### config.mk
export PLATFORM = sky130hd
export DESIGN_NAME = byte4_to_word32
export DESIGN_NICKNAME = d
export VERILOG_FILES = /design/src/rtl/byte_pack_pkg.sv /design/src/rtl/byte4_to_word32.sv
export SDC_FILE = /design/constraint.sdc
export NUM_CORES = 1
export LEC_CHECK = 0
export CAP_MARGIN = 30
export CORE_MARGIN = 4
export CORE_UTILIZATION = 54
export DETAILED_ROUTE_END_ITERATION = 7
export MAX_ROUTING_LAYER = met4
export PLACE_DENSITY = 0.8
export RECOVER_POWER = 50
export SLEW_MARGIN = 15
export SYNTH_ARGS = -nofsm -noshare
export SYNTH_HDL_FRONTEND = slang
export SYNTH_SLANG_ARGS = --single-unit
export TNS_END_PERCENT = 20
### constraint.sdc
create_clock -name clock -period 2.8 [get_ports clock]
set_input_delay 0.56 -clock clock [delete_from_list [all_inputs] [get_ports clock]]
set_output_delay 0.56 -clock clock [all_outputs]
set_load 0.03 [all_outputs]
### src/rtl/byte_pack_pkg.sv
// Shared widths and lane-counter type for the byte-to-word packer.
//   BYTE_W  : width of one input byte
//   WORD_W  : width of the assembled output word
//   LANES   : bytes per word
//   lane_t  : lane counter, L0 = next byte lands in bits 7:0
package byte_pack_pkg;

   localparam int BYTE_W = 8;
   localparam int WORD_W = 32;
   localparam int LANES  = 4;

   typedef enum logic [1:0] {
      L0 = 2'd0,
      L1 = 2'd1,
      L2 = 2'd2,
      L3 = 2'd3
   } lane_t;

endpackage

### src/rtl/byte4_to_word32.sv
// Packs an 8-bit byte stream into 32-bit words, LSB first.
//   clock, reset    : rising-edge clock, async active-high reset
//   in_data/in_valid/in_sof/in_ready : byte input; in_sof marks byte 0 of a word
//   out_data/out_valid/out_ready     : word output with hold-while-stalled
//   err_align       : one-cycle pulse on a framing error
// Bytes for lanes 0-2 are staged; the 4th byte goes straight into the output
// register together with the staged bytes, so a word appears one cycle after
// its last byte is accepted.
module byte4_to_word32
   import byte_pack_pkg::*;
#(
   parameter bit REQUIRE_SOF = 1'b0
) (
   input  logic                clock,
   input  logic                reset,
   input  logic [BYTE_W-1:0]   in_data,
   input  logic                in_valid,
   input  logic                in_sof,
   output logic                in_ready,
   output logic [WORD_W-1:0]   out_data,
   output logic                out_valid,
   input  logic                out_ready,
   output logic                err_align
);

   lane_t                          lane;
   logic [(LANES-1)*BYTE_W-1:0]    stage;

   logic acc;
   logic sof_err;
   logic drop_err;
   logic done;

   // Only the last lane needs output space; earlier lanes fill the staging
   // register, which keeps the stream moving with no bubbles between words.
   assign in_ready = (lane != L3) | ~out_valid | out_ready;
   assign acc      = in_valid & in_ready;

   // SOF in the middle of a word restarts the word with this byte as lane 0.
   assign sof_err  = acc & in_sof & (lane != L0);
   // Without SOF at lane 0 the byte is dropped when framing is mandatory.
   assign drop_err = acc & ~in_sof & (lane == L0) & REQUIRE_SOF;
   assign done     = acc & ~in_sof & (lane == L3);

   always_ff @(posedge clock or posedge reset) begin
      if (reset) begin
         lane      <= L0;
         stage     <= '0;
         out_data  <= '0;
         out_valid <= 1'b0;
         err_align <= 1'b0;
      end else begin
         err_align <= sof_err | drop_err;

         if (sof_err) begin
            stage <= {{(LANES-2)*BYTE_W{1'b0}}, in_data};
            lane  <= L1;
         end else if (acc && !drop_err) begin
            case (lane)
               L0: begin stage[7:0]   <= in_data; lane <= L1; end
               L1: begin stage[15:8]  <= in_data; lane <= L2; end
               L2: begin stage[23:16] <= in_data; lane <= L3; end
               L3: begin out_data     <= {in_data, stage}; lane <= L0; end
               default: lane <= L0;
            endcase
         end

         // A completing byte at L3 is only accepted when the register is free
         // or draining this cycle, so it takes priority over the drop.
         if (done)
            out_valid <= 1'b1;
         else if (out_valid && out_ready)
            out_valid <= 1'b0;
      end
   end

endmodule

Word-level counts from Yosys, hierarchy flattened. Cells that the tools add are included. Widths: inputs -> output; s select.

Flip-flop bits (word level): 60. Logic and storage cells: 43.

Eq/ne operators: 4. Mux-type cells: 10. Bitwise logic cells: 10. Reduce and logical (&&, ||, !) cells: 12.

Operators by type and width (count): $mux 24 (2); $mux 8 (3); $reduce_bool 2->1 (6); $pmux 2 s4 (1); $reduce_and 2->1 (3); $and 1x1->1 (5); $eq 2x2->1 const B (2); $mux 2 (2); $not 1->1 (3); $reduce_and 3->1 (1); $eq 2x1->1 const B (1); $logic_not 2->1 (1); $mux 1 (2); $ne 2x2->1 const B (1); $or 1x1->1 (2); $logic_and 1x1->1 (1).

Longest topological paths before layout. Gate-level depths: netlist of run 1.

Depth in word-level cells: 8. Depth in mapped cells: 6.

Worst setup path before layout of run 1. OpenSTA, ideal clock, no wires.

Path type: reg2reg. Start: reg lane[1]. End: reg stage[16]. Library setup time: 121 ps. Data arrival time: 1627 ps. Required time: 2679 ps. Path slack: 1052 ps. Cell stages (with the launch flop): 7. Cells stage by stage: dfrtp_1 ha_1 and3b_1 buf_2 inv_1 o211ai_1 a22o_1.

Cells in the longest elaborated chain, start to end: 8. Elaborated cells on any way between the ends: 12. Classes of those cells: eq/ne: 2; mux: 1; bitwise: 5; reduce/logical: 4.

Ends and longest elaborated chain: start, declared (line byte4_to_word32.sv:26) `lane_t lane;`; start signal, assigned (line byte4_to_word32.sv:47) `lane <= L0;`; start signal, assigned (line byte4_to_word32.sv:57) `lane <= L1;`; start signal, assigned (line byte4_to_word32.sv:60) `L0: begin stage[7:0] <= in_data; lane <= L1; end`; $ne 2x2->1 * (line byte4_to_word32.sv:36) `assign in_ready = (lane != L3) | ~out_valid | out_ready;`; $or 1x1->1 * (2 in a row) (line byte4_to_word32.sv:36); via in_ready (line byte4_to_word32.sv:19) `output logic in_ready,`; $and 1x1->1 * (line byte4_to_word32.sv:37) `assign acc = in_valid & in_ready;`; $and 1x1->1 (2 in a row) (line byte4_to_word32.sv:40) `assign sof_err = acc & in_sof & (lane != L0);`; $reduce_bool 2->1 (no line); $reduce_and 2->1 (no line); end signal, assigned (line byte4_to_word32.sv:56) `stage <= {{(LANES-2)*BYTE_W{1'b0}}, in_data};`; end, declared (line byte4_to_word32.sv:27) `logic [(LANES-1)*BYTE_W-1:0] stage;`.

Mark *: on every way through the listed nets, which the timed path passes. The rest lies on a longest branch. A chain may end at the register's enable or synchronous reset.

Final worst setup path of run 1.
Start: in out_ready. End: out in_ready.

Cells in the longest elaborated chain, start to end: 1.

Ends and longest elaborated chain: start, declared (line byte4_to_word32.sv:22) `input logic out_ready,`; $or 1x1->1 (line byte4_to_word32.sv:36); end, declared (line byte4_to_word32.sv:19).

Every way passes these cells.

==> run summary, run 1 <==
Status - complete, no violations
Max Slew Vio Count - 0
Avg Cell Area, Syn - 14.5 sq um
Synth Area in Compound Gates - 0.0456
Global-route wire length before repair - 7760 microns
FF+latch count, synth - 60
CP Launch Type - input port
Fraction of synthesized cell area in xor and xnor cells - 0
Total gr overflow - 0
Syn_nets - 183
GRT Total Usage - 0.198
RSZ-0062 raised after global routing - no
Core Box Area - 4350 sq um
Required time at the worst-slack endpoint - 2.24 ns
Max-cap violations - 0
Simple-gate share of the synthesized area - 0.0554
Clk buf depth - 2
Router iterations before antenna repair - 4
Peak Freq - 0.384 GHz
Post-synth cell types - 23
Least-Margin Pin Slew - 1.03 ns
Post-CTS sizing - 0
Routed wire per std cell - 17.0 microns
Top Ports - 48
Clock sink total - 60
Fraction of layout cells with a size suffix above 1 - 0.214
Adder-Cell Fraction of Synth Area - 0.0155
Mapped Cells - 167
Worst path arrival time - 2.04 ns
DRC violation count after routing - 0
FFs w/ async S/R, synth - 1.00
Post-CTS Setup Bufs - 0
Tcrit/Tclk final - 0.930
Crit path max-delay family - buffers and inverters
Largest family of logic cells by synthesized area - multiplexers
Final setup violation count - 0
Final hold vios - 0
Initial antenna violation count - 0
Root Driver - clkbuf_8
Cts bufs inserted - 9
Clock H-tree levels - 3
Largest net degree at the start of global routing - 33
Post-synth EDFFs - 0
Routed Antenna Nets - 0
Antenna Cells - 0
Die area - 5610 sq um
Worst hold path type - reg -> reg
Initial DRC Count - 118
Cts hold-fix bufs - 0
Die width - 74.9 microns
Final Hold Slack - 0.487 ns
Cell Area, Synth - 2410 sq um
Total Wirelength - 4780 microns
Worst skew pair latency - 0.33 ns
Initial core utilization - 0.555
Mux cell area share after synthesis - 0.224
Final core area utilization - 0.714
PwrDens - 1190 nW/um^2
TritonCTS clock tree - yes
Overall Power - 3.71 mW
Part of the Yosys area used for sequential elements - 0.622
Die height - 74.9 microns
Sum Neg Setup Slack - 0 ns
Max_slew headroom - 0.314
Vias/cell - 5.36
Leakage - 1.43 nW
Max VDD drop - 0.692 mV
CP Capture Type - output pin
Crit-path max FO - 3
Placement row count - 24
Clock skew - 0.00543 ns
GPL Wtd Cong - 0.800
Slowest CP cell - clkdlybuf4s50_1
Vias - 1,507
Vias in the first global route - 1,526
Critical path class - in -> out
Area Growth Syn to Fin - 28.8%
IO Port Bufs - 47
Placed wire-length estimate - 3440 microns
Max incr delay on CP - 0.67 ns
Crit path cell chain - dlygate4sd3_1, and3b_1, inv_1, clkdlybuf4s50_1
NumNets Final - 240
Tmin final - 2.60 ns
Worst Path Buf+Inv - 3
YS warnings - 0
Ys flop type - dfrtp_1
Clk pin slew, worst setup/hold paths - 0.06 ns
==> routing by layer <==
layer  up-vias  track usage  wire [microns]
met4         0        0.111              95
li1        687            -               -
met3         9       0.0374             182
met5         -            -               0
met2        43        0.288            2380
met1       768        0.261            2130
==> worst paths after layout <==
path / slack, ns / depth (start not counted) / startpoint / endpoint
max: 0.20 / 4 / out_ready / in_ready
max in group asynchronous: 0.54 / 3 / reset / stage[4]
min in group asynchronous: 0.85 / 2 / reset / out_data[19]
max reg2reg: 0.68 / 5 / lane[1] / stage[22]
min reg2reg: 0.49 / 1 / out_data[13] / out_data[13]
min: 0.49 / 1 / out_data[13] / out_data[13]
==> registers in the layout, indices dropped and copies added (netlist names) <==
name / cells
lane: 2
stage: 24
out_valid: 1
err_align: 1
out_data: 32
==> logic make-up (layout without fill, tap and decap cells) <==
group	Yosys count	count (layout)
flip-flops	60	60
buffers and inverters	18	80
adder cells (fa/ha/maj)	3	3
AND/OR/NAND/NOR	22	22
AO/OA/AOI/OAI	15	15
multiplexers	49	49
==> power by group <==
group	total [mW]	internal (mW)	switching, mW
registers	1.45	1.24	0.210
logic	1.54	0.716	0.828
clock network	0.719	0.403	0.316
total	3.71	2.36	1.35
==> area by class of cell <==
cell class	instances	area (sq um)
inverters	13	48.8
well taps	52	65.1
clock inverters	6	55.1
fillers	294	1240
clock buffers	10	128
flip-flops and latches	60	1500
multi-input cells	89	811
repair buffers	51	502
==> cells in the final DEF, fill, tap and decap left out, types with 2 or more instances in the layout <==
master           netlist  routed
mux2i_1                9       9
nor3_1                 1       2
dfrtp_1               60      60
mux2_2                29      29
inv_1                 13      13
o21ai_0                5       5
clkbuf_1               1       4
clkbuf_8               0       9
a22o_1                 8       8
nand2_1               12      12
ha_1                   3       3
dlygate4sd3_1          0       4
clkinv_2               0       5
mux2_1                11      11
clkdlybuf4s50_1        0      43
==> synthesized netlist by cell type, drive strengths merged (2+ instances only) <==
master | n | area share
dfrtp | 60 | 0.62
mux2 | 40 | 0.19
inv | 13 | 0.020
nand2 | 12 | 0.019
mux2i | 9 | 0.037
a22o | 8 | 0.029
o21ai | 5 | 0.010
buf | 4 | 0.016
nor3 | 4 | 0.020
ha | 3 | 0.016
nor2 | 2 | 0.0041
==> through the flow <==
| stage | area (sq um) | std cells | worst slack [ns] |
|---|---|---|---|
| finish | 3110 | 281 | 0.197 |
| global placement | 2950 | 265 | 0.279 |
| detailed placement | 2950 | 265 | 0.262 |
| global route | 3110 | 281 | 0.115 |
| CTS | 3130 | 281 | 0.263 |
| floorplan | 2410 | 167 | 0.755 |
Note: power is estimated with default switching activity, not from simulation.
==> run 2: changes to the inputs <==
- TNS_END_PERCENT: 20 -> not set
==> results of run 2 <==
Final layout, timing and power as in run 1 (identical DEF).
